[src/rtl/pe_issue_arbiter.sv]
// pe_issue_arbiter: round-robin issue of NUM_REQ requesters into one
// pipelined PE core, with tag tracking and per-owner result routing.
module pe_issue_arbiter #(
  parameter int NUM_REQ    = 4,
  parameter int PE_LATENCY = 2,
  parameter int MAX_OUTST  = 2
) (
  input  logic                  clk,
  input  logic                  rst_n,
  input  logic                  enable,
  input  logic [NUM_REQ-1:0]    req_valid,
  output logic [NUM_REQ-1:0]    req_ready,
  input  logic [32*NUM_REQ-1:0] req_opcode,
  input  logic [32*NUM_REQ-1:0] req_op1,
  input  logic [32*NUM_REQ-1:0] req_op2,
  input  logic [32*NUM_REQ-1:0] req_op3,
  output logic [31:0]           pe_opcode,
  output logic [31:0]           pe_op1,
  output logic [31:0]           pe_op2,
  output logic [31:0]           pe_op3,
  output logic                  pe_valid_in,
  input  logic [31:0]           pe_result,
  input  logic                  pe_result_valid,
  output logic [NUM_REQ-1:0]    rsp_valid,
  output logic [31:0]           rsp_data,
  output logic                  rsp_err,
  output logic                  err_spurious,
  output logic                  idle,
  output logic [3:0]            inflight
);

  localparam int IW    = $clog2(NUM_REQ);
  localparam int SW    = IW + 1;
  localparam int DEPTH = PE_LATENCY + 1;
  localparam logic [2:0] MAXC = 3'(MAX_OUTST);

  typedef enum logic [1:0] {
    S_IDLE,
    S_RUN,
    S_DRAIN
  } state_t;

  state_t state, state_nxt;

  logic [IW-1:0]      ptr;
  logic [2:0]         cnt [NUM_REQ];
  logic               hs;
  logic               found;
  logic [SW-1:0]      scan;
  logic [IW-1:0]      idx;
  logic [IW-1:0]      gnt_id;
  logic [31:0]        sel_opc;
  logic [31:0]        sel_op1;
  logic [31:0]        sel_op2;
  logic [31:0]        sel_op3;
  logic [DEPTH-1:0]   tag_v;
  logic [IW-1:0]      tag_id [DEPTH];
  logic               out_v;
  logic [IW-1:0]      out_id;
  logic [NUM_REQ-1:0] out_hot;

  // First eligible requester scanning from ptr; grants stop as soon
  // as enable drops, even before the state register follows.
  always_comb begin
    req_ready = '0;
    gnt_id    = '0;
    found     = 1'b0;
    scan      = '0;
    idx       = '0;
    if (state == S_RUN && enable) begin
      for (int k = 0; k < NUM_REQ; k++) begin
        scan = {1'b0, ptr} + SW'(k);
        if (scan >= SW'(NUM_REQ))
          scan = scan - SW'(NUM_REQ);
        idx = scan[IW-1:0];
        if (!found && req_valid[idx] &&
            cnt[idx] < MAXC) begin
          found          = 1'b1;
          req_ready[idx] = 1'b1;
          gnt_id         = idx;
        end
      end
    end
  end

  assign hs = found;

  always_comb begin
    sel_opc = '0;
    sel_op1 = '0;
    sel_op2 = '0;
    sel_op3 = '0;
    for (int i = 0; i < NUM_REQ; i++) begin
      if (req_ready[i]) begin
        sel_opc = req_opcode[32*i +: 32];
        sel_op1 = req_op1[32*i +: 32];
        sel_op2 = req_op2[32*i +: 32];
        sel_op3 = req_op3[32*i +: 32];
      end
    end
  end

  always_comb begin
    inflight = '0;
    for (int i = 0; i < NUM_REQ; i++)
      inflight = inflight + 4'(cnt[i]);
  end

  always_comb begin
    state_nxt = state;
    unique case (state)
      S_IDLE:
        if (enable) state_nxt = S_RUN;
      S_RUN:
        if (!enable) state_nxt = S_DRAIN;
      S_DRAIN:
        if (enable) state_nxt = S_RUN;
        else if (inflight == 4'd0)
          state_nxt = S_IDLE;
      default: state_nxt = S_IDLE;
    endcase
  end

  assign idle = (state == S_IDLE);

  always_ff @(posedge clk or negedge rst_n) begin
    if (!rst_n) begin
      state <= S_IDLE;
      ptr   <= '0;
    end else begin
      state <= state_nxt;
      if (hs) begin
        if (gnt_id == IW'(NUM_REQ - 1))
          ptr <= '0;
        else
          ptr <= gnt_id + IW'(1);
      end
    end
  end

  always_ff @(posedge clk or negedge rst_n) begin
    if (!rst_n) begin
      pe_opcode   <= '0;
      pe_op1      <= '0;
      pe_op2      <= '0;
      pe_op3      <= '0;
      pe_valid_in <= 1'b0;
    end else begin
      pe_valid_in <= hs;
      if (hs) begin
        pe_opcode <= sel_opc;
        pe_op1    <= sel_op1;
        pe_op2    <= sel_op2;
        pe_op3    <= sel_op3;
      end
    end
  end

  // Tag slot DEPTH-1 lines up with the cycle the PE result is due.
  always_ff @(posedge clk or negedge rst_n) begin
    if (!rst_n) begin
      tag_v <= '0;
      for (int i = 0; i < DEPTH; i++)
        tag_id[i] <= '0;
    end else begin
      tag_v     <= {tag_v[DEPTH-2:0], hs};
      tag_id[0] <= gnt_id;
      for (int i = 1; i < DEPTH; i++)
        tag_id[i] <= tag_id[i-1];
    end
  end

  assign out_v   = tag_v[DEPTH-1];
  assign out_id  = tag_id[DEPTH-1];
  assign out_hot = out_v ? (NUM_REQ'(1) << out_id)
                         : '0;

  always_ff @(posedge clk or negedge rst_n) begin
    if (!rst_n) begin
      rsp_valid    <= '0;
      rsp_data     <= '0;
      rsp_err      <= 1'b0;
      err_spurious <= 1'b0;
    end else begin
      rsp_valid <= out_hot;
      rsp_data  <= '0;
      rsp_err   <= 1'b0;
      if (out_v) begin
        if (pe_result_valid)
          rsp_data <= pe_result;
        else
          rsp_err <= 1'b1;
      end else if (pe_result_valid) begin
        err_spurious <= 1'b1;
      end
    end
  end

  always_ff @(posedge clk or negedge rst_n) begin
    if (!rst_n) begin
      for (int i = 0; i < NUM_REQ; i++)
        cnt[i] <= '0;
    end else begin
      for (int i = 0; i < NUM_REQ; i++) begin
        if (req_ready[i] && !out_hot[i])
          cnt[i] <= cnt[i] + 3'd1;
        else if (!req_ready[i] && out_hot[i])
          cnt[i] <= cnt[i] - 3'd1;
      end
    end
  end

endmodule
[config.mk]
export PLATFORM = sky130hd
export DESIGN_NAME = pe_issue_arbiter
export DESIGN_NICKNAME = d
export VERILOG_FILES = /design/src/rtl/pe_issue_arbiter.sv
export SDC_FILE = /design/constraint.sdc
export NUM_CORES = 1
export LEC_CHECK = 0
export ABC_AREA = 1
export CORE_AREA = 10 10 278 280
export CTS_BUF_LIST = sky130_fd_sc_hd__clkbuf_16
export CTS_CLUSTER_DIAMETER = 100
export DETAILED_ROUTE_END_ITERATION = 12
export DIE_AREA = 0 0 288 290
export GPL_ROUTABILITY_DRIVEN = 0
export PLACE_DENSITY = 0.44
export RECOVER_POWER = 50
export SETUP_SLACK_MARGIN = 0.05
export SYNTH_ARGS = -nofsm -noshare
export SYNTH_HDL_FRONTEND = slang
export SYNTH_SLANG_ARGS = --single-unit
[constraint.sdc]
create_clock -name clk -period 3.5 [get_ports clk]
set_clock_uncertainty 0.1 [all_clocks]
set_input_delay 0.7 -clock clk [delete_from_list [all_inputs] [get_ports clk]]
set_output_delay 0.7 -clock clk [all_outputs]
set_load 0.005 [all_outputs]
==> impl_results.md <==
* Slew headroom at -97.4%
* Cts hold-fix bufs at 0
* CP endpoint kind: output port
* ANT nets after route at 0
* Pre-CTS WS at -0.340 ns
* Fillcell total at 7694
* Leakage dissipation at 0.0104 µW
* Die width at 288 µm
* Data arrival, critical path at 3.00 ns
* Hold Vio Cnt, Final at 0
* Failing checks: max-capacitance violations, max-slew violations, negative setup slack
* Fin crit share at 109%
* Maximum clock rate at 263 MHz
* CP startpoint kind: register
* First-pass detailed-route iteration total at 5
* Multi-input logic area at 6730 µm²
* Max-cap violation count at 1
* Cells on worst reg2reg path at 22
* Vias in the first global route at 15900
* Core box area at 71400 µm²
* Layout cells sized above 1 at 6.82%
* Nets at 3142
* DR vias at 15400
* Initial antenna violation count at 16
* Hold Crit Class: reg -> reg
* Clk Latency, worst-skew pair at 0.50 ns
* Post-Syn Nets at 2463
* Vias per inst at 4.34
* Post-Synth XOR/XNOR Area at 0.674%
* Final Setup Violations at 2
* RSZ-0062 raised after global routing: yes
* Status: finished with violations
* CTS Buf Count at 17
* Total power at 5140 µW
* Global-route congestion overflow total at 0
* Global-route wire length before repair at 110000 µm
* Worst path cell trace: inv_1, fa_1, fa_1, inv_1, ha_2, fa_2, xnor2_2, xor2_1, buf_2
* Critical path required time at 2.70 ns
* H-tree depth at 4
* Cell variety after synth at 37
* Max Slew Vio Count at 46
* Mux contribution to synthesized area at 0%
* Cells on Worst Hold Path at 0
* Total Wirelength at 75600 µm
* GRT Total Usage at 17.4%
* Hold_ws at 0.245 ns
* FP Rows at 98
* Wire per inst at 21.3 µm
* Root Driver: clkbuf_16
* Hpwl dp at 57100 µm
* Die area at 83500 µm²
* Yosys warnings at 0
* CP max stage cell: fa_1
* Die Ht at 290 µm
* Pin count of the biggest net entering global routing at 166
* Worst-path clk slew at 0.09 ns
* Synth-to-Final Area Change at 71.2%
* CTS tree: built
* Crit-path max cell delay at 0.49 ns
* Worst slew pin tran at 2.96 ns
* Main combinational cell family by area after synthesis: simple AND/OR/NAND/NOR gates
* Port-buffer cells at 727
* FF+latch count, synth at 191
* Worst-path fanout max at 2
* Cells after Synth at 1887
* Maximum VDD drop at 0.260 mV
* Final WS setup at -0.304 ns
* Design area at 22200 µm²
* DR DRC count at 0
* Adder-cell area share of the yosys netlist at 2.89%
* Clock sinks at 191
* Sequential standard cell area at 4780 µm²
* Simple-gate share of the synthesized area at 47.0%
* Post-DP Area at 21600 µm²
* CP Class: reg -> out
* Complex-gate fraction of the synthesized area at 0.800%
* Initial core utilization at 18.2%
* Post-synthesis area per instance at 6.88 µm²
* Synth Cell Area at 13000 µm²
* Ys flop type: dfrtp_1
* Sequential cell area fraction in the yosys report at 36.8%
* EDFF count, synth at 0
* Max Root-Sink Buffers at 2
* DR iter-0 viols at 746
* Async set-or-reset flop fraction in the synthesized netlist at 100%
* Post-layout minimum cycle time at 3.80 ns
* IO Count at 728
* PD cells at 231 nW/µm²
[registers in the layout, summed over array words and instances, names as in the netlist, 3 cells and up]
register / count
pe_op3: 32
pe_opcode: 32
rsp_data: 32
pe_op2: 32
cnt: 12
pe_op1: 32
tag_id: 4
tag_v: 3
rsp_valid: 4
[final cells by class]
cell class                 count  share of cell area, %
timing repair buffer         805                   36.5
inverter                     206                   3.54
tap                          950                   5.34
clock inverter                15                  0.827
sequential                   191                   21.5
antenna                       14                  0.158
clock buffer                  17                   1.91
multi-input combinational   1345                   30.3
[critical path, delay by kind of cell (launching register included)]
family                   cells  cell delay (ns)
XOR/XNOR                     2             0.36
buffers and inverters        3             0.28
flip-flops                   1             0.36
adder cells (fa/ha/maj)      4             1.50
[synthesized netlist by cell type, types with 5 or more instances]
| cell | number | area (µm²) |
|---|---|---|
| a21oi_1 | 8 | 40.0 |
| buf_1 | 6 | 22.5 |
| buf_2 | 80 | 400 |
| buf_6 | 14 | 158 |
| clkbuf_1 | 41 | 154 |
| dfrtp_1 | 191 | 4780 |
| fa_1 | 10 | 200 |
| ha_1 | 14 | 175 |
| inv_1 | 198 | 743 |
| inv_2 | 8 | 30.0 |
| nand2_1 | 564 | 2120 |
| nand3_1 | 398 | 1990 |
| nand4_1 | 131 | 820 |
| nor2_1 | 51 | 191 |
| nor3_1 | 5 | 25.0 |
| or2_0 | 101 | 632 |
| or2_2 | 27 | 169 |
| xnor2_1 | 6 | 52.6 |
[report_power, final]
part / leakage (µW) / internal [µW] / total [µW] / switching (µW)
sequential: 0.00261 / 2210 / 2210 / 1.46
combinational: 0.00749 / 547 / 774 / 227
clock: 0.000293 / 979 / 2160 / 1180
total: 0.0104 / 3730 / 5140 / 1410
[kinds of logic (layout without fill, tap and decap cells)]
kind of cell	Yosys count	in the layout
AO/OA/AOI/OAI	18	18
other	0	14
buffers and inverters	351	1043
AND/OR/NAND/NOR	1293	1293
flip-flops	191	191
adder cells (fa/ha/maj)	24	24
XOR/XNOR	10	10
[stage by stage]
step,std cells,TNS (ns),utilization [%]
final,3543,-0.387,31.2
after global routing,3539,-5.68,31.1
after CTS,3526,-0.567,31.1
after detailed placement,3491,-15.28,30.2
after global placement,3491,-11.16,30.2
after floorplan,1887,0,-
[layout by cell type, fill, tap and decap left out, types with 4 or more instances in the layout]
cell,netlist,final
clkdlybuf4s50_1,0,675
nand2_1,564,562
nand3_1,398,398
inv_1,198,194
dfrtp_1,191,191
nand4_1,131,131
or2_0,101,101
buf_4,4,52
nor2_1,51,50
dlygate4sd3_1,0,44
or2_2,27,27
buf_12,0,20
clkbuf_16,0,17
diode_2,0,14
ha_1,14,13
fa_1,10,9
inv_2,8,8
a21oi_1,8,7
nor3_1,5,5
xnor2_1,6,5
buf_6,14,5
nand2_2,2,4
xor2_1,4,4
clkinv_8,0,4
inv_6,0,4
[final timing paths]
kind / from / to / slack (ns)
min reg2reg: tag_id[5]$_DFF_PN0_ / tag_id[3]$_DFF_PN0_ / 0.24
max reg2reg: ptr[0]$_DFFE_PN0P_ / cnt[2]$_DFFE_PN0P_ / 0.30
min in group asynchronous: rst_n / pe_opcode[26]$_DFFE_PN0P_ / 1.05
min: tag_id[5]$_DFF_PN0_ / tag_id[3]$_DFF_PN0_ / 0.24
max: cnt[1]$_DFFE_PN0P_ / inflight[3] / -0.30
max in group asynchronous: rst_n / rsp_data[16]$_DFF_PN0_ / 0.31
[what timing repair did]
action / in CTS / in global routing
setup buffers: 3 / 3
pin swaps: 11 / 10
resized for setup: 25 / 12
setup endpoints to repair: 7 / 9
[routing by layer]
| layer | track usage, % | vias up | wire, µm |
|---|---|---|---|
| li1 | - | 7435 | - |
| met4 | 5.68 | 6 | 1650 |
| met3 | 6.04 | 64 | 6500 |
| met5 | 0 | - | 35 |
| met1 | 19.8 | 7352 | 29600 |
| met2 | 29.9 | 529 | 37800 |
(Power assumes the default switching activity.)
